### src/rtl/ifid_queue_pkg.sv
// Shared definitions for the fetch-to-decode queue: NOP encoding, default depth,
// entry layout and the occupancy-state encoding exposed for debug.
package ifid_queue_pkg;

    localparam logic [31:0] NOP       = 32'h0000_0000;
    localparam int          IFQ_DEPTH = 2;

    typedef struct packed {
        logic [31:0] pc;
        logic [31:0] inst;
    } ifq_entry_t;

    typedef enum logic [1:0] {
        Q_EMPTY   = 2'd0,
        Q_PARTIAL = 2'd1,
        Q_FULL    = 2'd2
    } ifq_state_e;

endpackage

### src/rtl/ifid_queue_if.sv
// One instruction stream link: {inst, pc} with a valid/ready handshake.
// A word transfers on a rising edge where valid && ready; ready never depends on valid.
interface ifid_queue_if;

    logic [31:0] inst;
    logic [31:0] pc;
    logic        valid;
    logic        ready;

    modport master (output inst, output pc, output valid, input ready);
    modport slave  (input inst, input pc, input valid, output ready);

endinterface

### src/rtl/ifid_queue.sv
// Circular buffer decoupling fetch from decode; flush squashes all entries and
// decode sees a NOP bubble whenever the queue is empty.
module ifid_queue
    import ifid_queue_pkg::*;
#(
    parameter int DEPTH = IFQ_DEPTH,
    parameter int CNT_W = 16
) (
    input  logic                     clk,
    input  logic                     rst,
    ifid_queue_if.slave              in_bus,
    ifid_queue_if.master             out_bus,
    input  logic                     flush,
    output logic [$clog2(DEPTH):0]   count,
    output logic [CNT_W-1:0]         stall_cycles,
    output ifq_state_e               state
);

    localparam int PW = $clog2(DEPTH);
    localparam int CW = PW + 1;

    ifq_entry_t    mem [DEPTH];
    logic [PW-1:0] wp;
    logic [PW-1:0] rp;
    logic          full;
    logic          not_empty;
    logic          push;
    logic          pop;
    ifq_entry_t    head;

    assign full      = (count == CW'(DEPTH));
    assign not_empty = (count != '0);
    assign push      = in_bus.valid && !full && !flush;
    assign pop       = not_empty && out_bus.ready && !flush;

    // ready is taken from occupancy alone so a full queue refuses even when popping
    assign in_bus.ready = !full;

    always_ff @(posedge clk or negedge rst) begin
        if (!rst) begin
            wp    <= '0;
            rp    <= '0;
            count <= '0;
        end else if (flush) begin
            wp    <= '0;
            rp    <= '0;
            count <= '0;
        end else begin
            if (push) wp <= wp + PW'(1);
            if (pop)  rp <= rp + PW'(1);
            if (push && !pop)      count <= count + CW'(1);
            else if (pop && !push) count <= count - CW'(1);
        end
    end

    always_ff @(posedge clk or negedge rst) begin
        if (!rst) begin
            stall_cycles <= '0;
        end else if (not_empty && !out_bus.ready && (stall_cycles != '1)) begin
            stall_cycles <= stall_cycles + CNT_W'(1);
        end
    end

    // Entry storage needs no reset: it is only read while count says it is live
    always_ff @(posedge clk) begin
        if (push) begin
            mem[wp] <= '{pc: in_bus.pc, inst: in_bus.inst};
        end
    end

    assign head = mem[rp];

    always_comb begin
        out_bus.valid = not_empty;
        out_bus.inst  = NOP;
        out_bus.pc    = '0;
        if (not_empty) begin
            out_bus.inst = head.inst;
            out_bus.pc   = head.pc;
        end
    end

    always_comb begin
        state = Q_EMPTY;
        if (full)           state = Q_FULL;
        else if (not_empty) state = Q_PARTIAL;
    end

endmodule

### src/flat_wrapper.sv
// flat-port wrapper written by rule: the top's interface ports become plain ports
module ifid_queue_flat import ifid_queue_pkg::*;
#(
    parameter int DEPTH = IFQ_DEPTH,
    parameter int CNT_W = 16
)
  (clk, rst, flush, count, stall_cycles, state, in_bus_inst, in_bus_pc, in_bus_valid, in_bus_ready, out_bus_inst, out_bus_pc, out_bus_valid, out_bus_ready);
  ifid_queue_if in_bus_i ();
  ifid_queue_if out_bus_i ();
  input  logic clk;
  input  logic rst;
  input  logic flush;
  output logic [$clog2(DEPTH):0] count;
  output logic [CNT_W-1:0] stall_cycles;
  output ifq_state_e state;
  input wire logic [$bits(in_bus_i.inst)-1:0] in_bus_inst;
  input wire logic [$bits(in_bus_i.pc)-1:0] in_bus_pc;
  input wire logic [$bits(in_bus_i.valid)-1:0] in_bus_valid;
  output wire logic [$bits(in_bus_i.ready)-1:0] in_bus_ready;
  output wire logic [$bits(out_bus_i.inst)-1:0] out_bus_inst;
  output wire logic [$bits(out_bus_i.pc)-1:0] out_bus_pc;
  output wire logic [$bits(out_bus_i.valid)-1:0] out_bus_valid;
  input wire logic [$bits(out_bus_i.ready)-1:0] out_bus_ready;
  assign in_bus_i.inst = in_bus_inst;
  assign in_bus_i.pc = in_bus_pc;
  assign in_bus_i.valid = in_bus_valid;
  assign in_bus_ready = in_bus_i.ready;
  assign out_bus_inst = out_bus_i.inst;
  assign out_bus_pc = out_bus_i.pc;
  assign out_bus_valid = out_bus_i.valid;
  assign out_bus_i.ready = out_bus_ready;
  ifid_queue #(.DEPTH(DEPTH), .CNT_W(CNT_W)) u_core (.clk(clk), .rst(rst), .in_bus(in_bus_i), .out_bus(out_bus_i), .flush(flush), .count(count), .stall_cycles(stall_cycles), .state(state));
endmodule
### config.mk
export PLATFORM = sky130hd
export DESIGN_NAME = ifid_queue_flat
export DESIGN_NICKNAME = d
export VERILOG_FILES = /design/src/rtl/ifid_queue_pkg.sv /design/src/rtl/ifid_queue_if.sv /design/src/rtl/ifid_queue.sv /design/src/flat_wrapper.sv
export SDC_FILE = /design/constraint.sdc
export NUM_CORES = 1
export LEC_CHECK = 0
export CAP_MARGIN = 30
export CELL_PAD_IN_SITES_DETAIL_PLACEMENT = 0
export CELL_PAD_IN_SITES_GLOBAL_PLACEMENT = 2
export CORE_MARGIN = 3
export CORE_UTILIZATION = 31
export CTS_BUF_LIST = sky130_fd_sc_hd__clkbuf_4
export CTS_CLUSTER_DIAMETER = 100
export DETAILED_ROUTE_END_ITERATION = 10
export PLACE_DENSITY = 0.88
export SETUP_SLACK_MARGIN = 0.2
export SLEW_MARGIN = 20
export SYNTH_ARGS = -nofsm -noshare
export SYNTH_HDL_FRONTEND = slang
export SYNTH_SLANG_ARGS = --single-unit
### constraint.sdc
create_clock -name clk -period 6.2 [get_ports clk]
set_input_delay 1.55 -clock clk [delete_from_list [all_inputs] [get_ports clk]]
set_output_delay 1.55 -clock clk [all_outputs]
set_load 0.02 [all_outputs]
==> flow_summary.toml, run 1 <==
[global_route]
grt_max_degree = 44
first_global_vias = 3642
met2_usage = 0.2018
grt.busiest_layer = "met2"
met1_usage = 0.1519
track_usage = 0.1223
grt_pass1_wl_um = 19020
grt.met3_usage = 0.03282
gr-total-overflow = 0
antenna_found_initial = 1

[layout]
drive_above_1_share = 0.08720
fin_nets = 596
fin_util = 0.4415
syn2layout_area_growth_pct = 38.32
fillers = 1616

[cts]
cts_tree = "yes"
root_buffer = "clkbuf_4"
insertion_delay_ns = 0.51
cts_buffers = 17
cts_hold_repair.buffers = 0
clkTransAtPathRegs_ns = 0.11
cts.path.max_buffers = 2
h-tree-depth = 4
cts_sinks = 148
post_cts_buffers = 0
ctsResizeCount = 0

[worst_setup_path]
start_kind = "register"
worstReg2RegStart = "u_core.count[0]"
timing.reg2reg.setup_slack_ns = 4.04
end_kind = "output port"
r2r-end = "u_core.mem[0][54]"
crit_type = "register to output port"
path_max_fanout = 39
critPathArrivalTime_ns = 2.79
critPathRequiredTime_ns = 4.65
rr_worst_depth = 4

[hold_path]
hold_path_class = "register to register"
whs_path_depth = 1
whs_endpoint = "u_core.stall_cycles[7]"
min_from = "u_core.stall_cycles[7]"

[power]
pwr-share-comb = 0.171
swShare = 0.2486
p_clk_frac = 0.295
seq_power_share = 0.534
p_per_area_mw_per_mm2 = 277.4
power_mw = 2.223
vdd_drop_max_mv = 0.1224
cellLeakagePower_nw = 2.672
internal_power_mw = 1.670
p_sw_mw = 0.5527

[die]
start_util = 0.3192
die_h_um = 142.7
core_area_mm2 = 0.01815
core.rowCount = 49
ios = 155
die_w_um = 142.7
die_area_mm2 = 0.02036

[timing]
min_period_ns = 4.338
finalMaxSlewViolations = 0
hold_viol = 0
fin_skew_ns = 0.01123
hold_slack_ns = 0.5352
setup_viol = 0
fin_ws_ns = 1.862
worst_slew_pin_slew_ns = 0.6330
slew_headroom = 0.5770
post-route-period-util = 0.6996
fmax_mhz = 230.5
rsz0062_at_grt = "false"
fin_setup_tns_ns = 0

[yosys]
synthFlopType = "edfxtp_1"
synth_top_family_by_area = "multiplexers"
synth_common_cells = "edfxtp_1, nor2_1, mux2i_1"
synth.area.mux_share = 0.1143
synth.yosys.seq_area_share = 0.7501
yosys.area_share.adder = 0.002160
yosysWarningCount = 0
synthTopCellsByArea = "edfxtp_1, mux2i_1, dfrtp_1"
synth_compound_area_frac = 0.009289
yosysTopAreaCell = "edfxtp_1"
syn_inst = 363
synth_fp_nets = 433
synth_most_common_cell = "edfxtp_1"
synthSimpleGateAreaFrac = 0.08296
syn_area_per_cell_um2 = 15.96
synthDistinctLibCells = 31
yosysTopAreaCellShare = 0.6636
synthesis.area_mm2 = 0.005792
synth-async-reset-ratio = 0.1351
synthXorXnorAreaFrac = 0.02571
synth_edf_count = 128
ys_ff_latch = 148

[route]
remaining_drc_errors = 0
drt_iter0_drc = 176
dr.pass1.iters = 4
totalWireLength_um = 12240
via_per_inst = 4.506
wl_per_cell_um = 15.92
ant_nets = 0
dr_total_vias = 3465

[placement]
globalplace.congestion = 0.7630
dp_slack_ns = 2.348
place.port_buffers = 154
place_hpwl_um = 8436

[outcome]
status = "complete, no violations"

[flow_run]
cap_violations = 0
cells in the final DEF (no fill, tap or decap), types with 2 or more instances in the layout:
cell type	n
dfrtp_1	19
xnor2_1	14
clkinvlp_4	2
clkdlybuf4s50_1	154
nand2b_1	2
buf_8	2
inv_1	2
and4_4	2
clkinv_1	2
nand4_1	7
nor4_1	2
buf_12	2
xor2_1	3
bufinv_16	4
nand3_1	7
mux2i_1	65
edfxtp_1	128
clkbuf_4	22
nor2_1	71
nand2_1	8
cells by family (layout without fill, tap and decap cells):
kind of cell               after synthesis  count (layout)
DFF                                    148             148
and+or+nand+nor                        107             107
muxes                                   66              66
buffers and inverters                   19             195
xor gates and xnor gates                17              17
AOI/OAI and AO/OA                        5               5
adders and majority gates                1               1
other                                    0               1
power groups by stage:
stage	logic, mW	registers (mW)	clock network, mW
6_report	0.380	1.19	0.655
5_1_grt	0.407	1.20	0.724
4_1_cts	0.386	1.19	0.684
3_5_place_dp	0.384	1.21	0
3_3_place_gp	0.365	1.22	0
2_1_floorplan	0.173	1.22	0
sequential cells by signal, summed over array words and instances, names as in the netlist:
signal / flops
u_core.mem: 128
u_core.stall_cycles: 16
u_core.count: 2
u_core.rp: 1
u_core.wp: 1
per-layer routing:
metal / vias to the layer above / part of all wire
met1: 1674 / 0.44
met5: - / 0
met3: 13 / 0.053
li1: 1669 / -
met4: 0 / 0.017
met2: 109 / 0.48
area by class of cell:
class                   count  area [um2]  share of cell area
clock inverters            10       156.4             0.01952
multi-input cells         196        1388              0.1732
flip-flops and latches    148        4348              0.5427
clock buffers              22       165.2             0.02062
diodes                      1       2.502           0.0003124
repair buffers            161        1658              0.2069
inverters                   2       7.507           0.0009371
well taps                 229       286.5             0.03576
through the flow:
step	cell area (um2)	cells
after detailed placement	7672	735
after CTS	7994	767
after global placement	7619	732
after floorplan	5802	363
after global routing	8011	769
final	8011	769
how the worst max path moves through the flow:
stage / startpoint / end / slack, ns / cells past startpoint
floorplan: in_bus_valid / u_core.mem[1][0] / 1.52 / 2
global placement: in_bus_valid / u_core.mem[1][34] / 2.17 / 4
detailed placement: u_core.count[0] / out_bus_inst[1] / 2.35 / 4
CTS: u_core.count[0] / out_bus_inst[1] / 1.72 / 4
global route: u_core.count[0] / out_bus_valid / 1.63 / 4
finish: u_core.count[0] / out_bus_valid / 1.86 / 4
critical path, stage by stage (launching register included):
cell,delay [ns]
dfrtp_1,0.51
nor2_4,0.54
buf_4,0.49
inv_1,0.12
clkdlybuf4s50_1,0.57
Note: power is estimated with default switching activity, not from simulation.
==> run 2, diff against run 1 <==
--- a/config.mk
+++ b/config.mk
@@ -9,11 +9,11 @@
 export CELL_PAD_IN_SITES_DETAIL_PLACEMENT = 0
 export CELL_PAD_IN_SITES_GLOBAL_PLACEMENT = 2
 export CORE_MARGIN = 3
-export CORE_UTILIZATION = 31
+export CORE_UTILIZATION = 34
 export CTS_BUF_LIST = sky130_fd_sc_hd__clkbuf_4
 export CTS_CLUSTER_DIAMETER = 100
 export DETAILED_ROUTE_END_ITERATION = 10
-export PLACE_DENSITY = 0.88
+export PLACE_DENSITY = 0.91
 export SETUP_SLACK_MARGIN = 0.2
 export SLEW_MARGIN = 20
 export SYNTH_ARGS = -nofsm -noshare
==> constraint.sdc (replaced) <==
create_clock -name clk -period 4 [get_ports clk]
set_input_delay 1 -clock clk [delete_from_list [all_inputs] [get_ports clk]]
set_output_delay 1 -clock clk [all_outputs]
set_load 0.02 [all_outputs]
==> run 2 against run 1 <==
Compared with the run above:
- power grew 54%
- sequential power grew 55%
- clock power grew 52%
- routed wire length grew 2.1%
- global-route usage grew 1.3 points
- register-to-register slack lost 2.2 ns
- first-iteration DRC count shrank 9.7%
==> flow_summary.toml, run 2 (synthesized netlist as in run 1, its figures left out) <==
[outcome]
status = "complete, no violations"

[placement]
place_hpwl_um = 8524
globalplace.congestion = 0.7740
place.port_buffers = 154

[worst_setup_path]
critPathArrivalTime_ns = 2.60
end_kind = "output port"
path_max_fanout = 35
start_kind = "register"
timing.reg2reg.setup_slack_ns = 1.81
cpMaxStageDelayCell = "dfrtp_4"
critPathRequiredTime_ns = 3.00
crit_type = "register to output port"
worst_path_dominant_cell_family = "buffers and inverters"
crit_buf_inv = 2
critPathMaxStageDelay_ns = 0.85
path_cells = "buf_12, mux2i_1, nor2_1, clkdlybuf4s50_1"

[die]
die_area_mm2 = 0.01864
core.rowCount = 47
core_area_mm2 = 0.01664
start_util = 0.3480
die_w_um = 136.5
ios = 155
die_h_um = 136.5

[timing]
rsz0062_at_grt = "false"
fmax_mhz = 277.4
worst_slew_pin_slew_ns = 0.6181
setup_viol = 0
post-route-period-util = 0.9011
fin_setup_tns_ns = 0
hold_viol = 0
slew_headroom = 0.5879
finalMaxSlewViolations = 0
fin_skew_ns = 0.01051
min_period_ns = 3.605

[cts]
insertion_delay_ns = 0.53
root_buffer = "clkbuf_4"
cts.path.max_buffers = 2
ctsResizeCount = 0
cts_hold_repair.buffers = 0
cts_buffers = 17
cts_tree = "yes"
cts_sinks = 148
post_cts_buffers = 0
clkTransAtPathRegs_ns = 0.11
h-tree-depth = 4

[layout]
fin_nets = 596
syn2layout_area_growth_pct = 37.39
regMostFlops = "u_core.mem"
final_common_cell = "clkdlybuf4s50_1"
fin_util = 0.4782
multi_input_area_mm2 = 0.001388
largest_reg_flops = 128
most-common-layout-cells = "clkdlybuf4s50_1, edfxtp_1, nor2_1, mux2i_1, clkbuf_4"
ff_latch_area_mm2 = 0.004348
fillers = 1449
top_regs = "u_core.mem: 128 flops, u_core.stall_cycles: 16 flops, u_core.count: 2 flops"
drive_above_1_share = 0.08550

[global_route]
grt_max_degree = 45
gr-total-overflow = 0
track_usage = 0.1355
antenna_found_initial = 1
grt_pass1_wl_um = 19000
first_global_vias = 3604

[route]
remaining_drc_errors = 0
via_per_inst = 4.651
totalWireLength_um = 12490
wl_per_cell_um = 16.46
dr.pass1.iters = 4
dr_total_vias = 3530
drt_iter0_drc = 159
ant_nets = 0

[flow_run]
cap_violations = 0

[power]
vdd_drop_max_mv = 0.1902
p_per_area_mw_per_mm2 = 429.8
cellLeakagePower_nw = 2.656

[hold_path]
hold_path_class = "register to register"
-- run 2: final timing paths --
check                                   startpoint                 endpoint  cells after the start
setup / recovery                         u_core.rp         out_bus_inst[17]                      4
hold / removal             u_core.stall_cycles[15]  u_core.stall_cycles[15]                      1
setup reg to reg                   u_core.count[0]        u_core.mem[1][17]                      4
hold reg to reg            u_core.stall_cycles[15]  u_core.stall_cycles[15]                      1
max in group asynchronous                      rst                u_core.rp                      2
min in group asynchronous                      rst   u_core.stall_cycles[4]                      1
-- run 2: metal layers --
layer,vias to the layer above,GRT usage,share of wire
li1,1668,-,-
met1,1716,0.1673,0.43
met2,126,0.2171,0.49
met3,20,0.04118,0.065
met4,0,0.06607,0.024
met5,-,0,0
-- run 2: area by class of cell --
cell class                 count  area share
antenna                        1   0.0003145
clock buffer                  20     0.01887
timing repair buffer         161      0.2044
tap                          220     0.03459
sequential                   148      0.5464
clock inverter                11     0.02013
inverter                       2   0.0009434
multi-input combinational    196      0.1744
-- run 2: where the power goes --
| group | switching, mW | internal (mW) |
|---|---|---|
| Sequential | 0.0748 | 1.77 |
| Clock | 0.486 | 0.507 |
| Combinational | 0.293 | 0.291 |
-- run 2: worst register-to-register path: stages (launching register included) --
cell and delay (ns):
dfrtp_1 0.56, nand2b_1 0.24, nand2_1 0.19, nor3b_4 0.28, buf_4 0.51
-- run 2: metrics by stage --
stage	setup WS (ns)	area, um2	std cells	total power [mW]	hold WS (ns)
global route	0.2047	7958	759	3.570	0.5462
CTS	0.2606	7940	757	3.467	0.5229
global placement	0.9069	7630	726	2.455	0.4978
finish	0.3955	7958	759	3.421	0.5166
detailed placement	0.8902	7630	726	2.469	0.5044
floorplan	0.7165	5814	363	2.153	0.5828
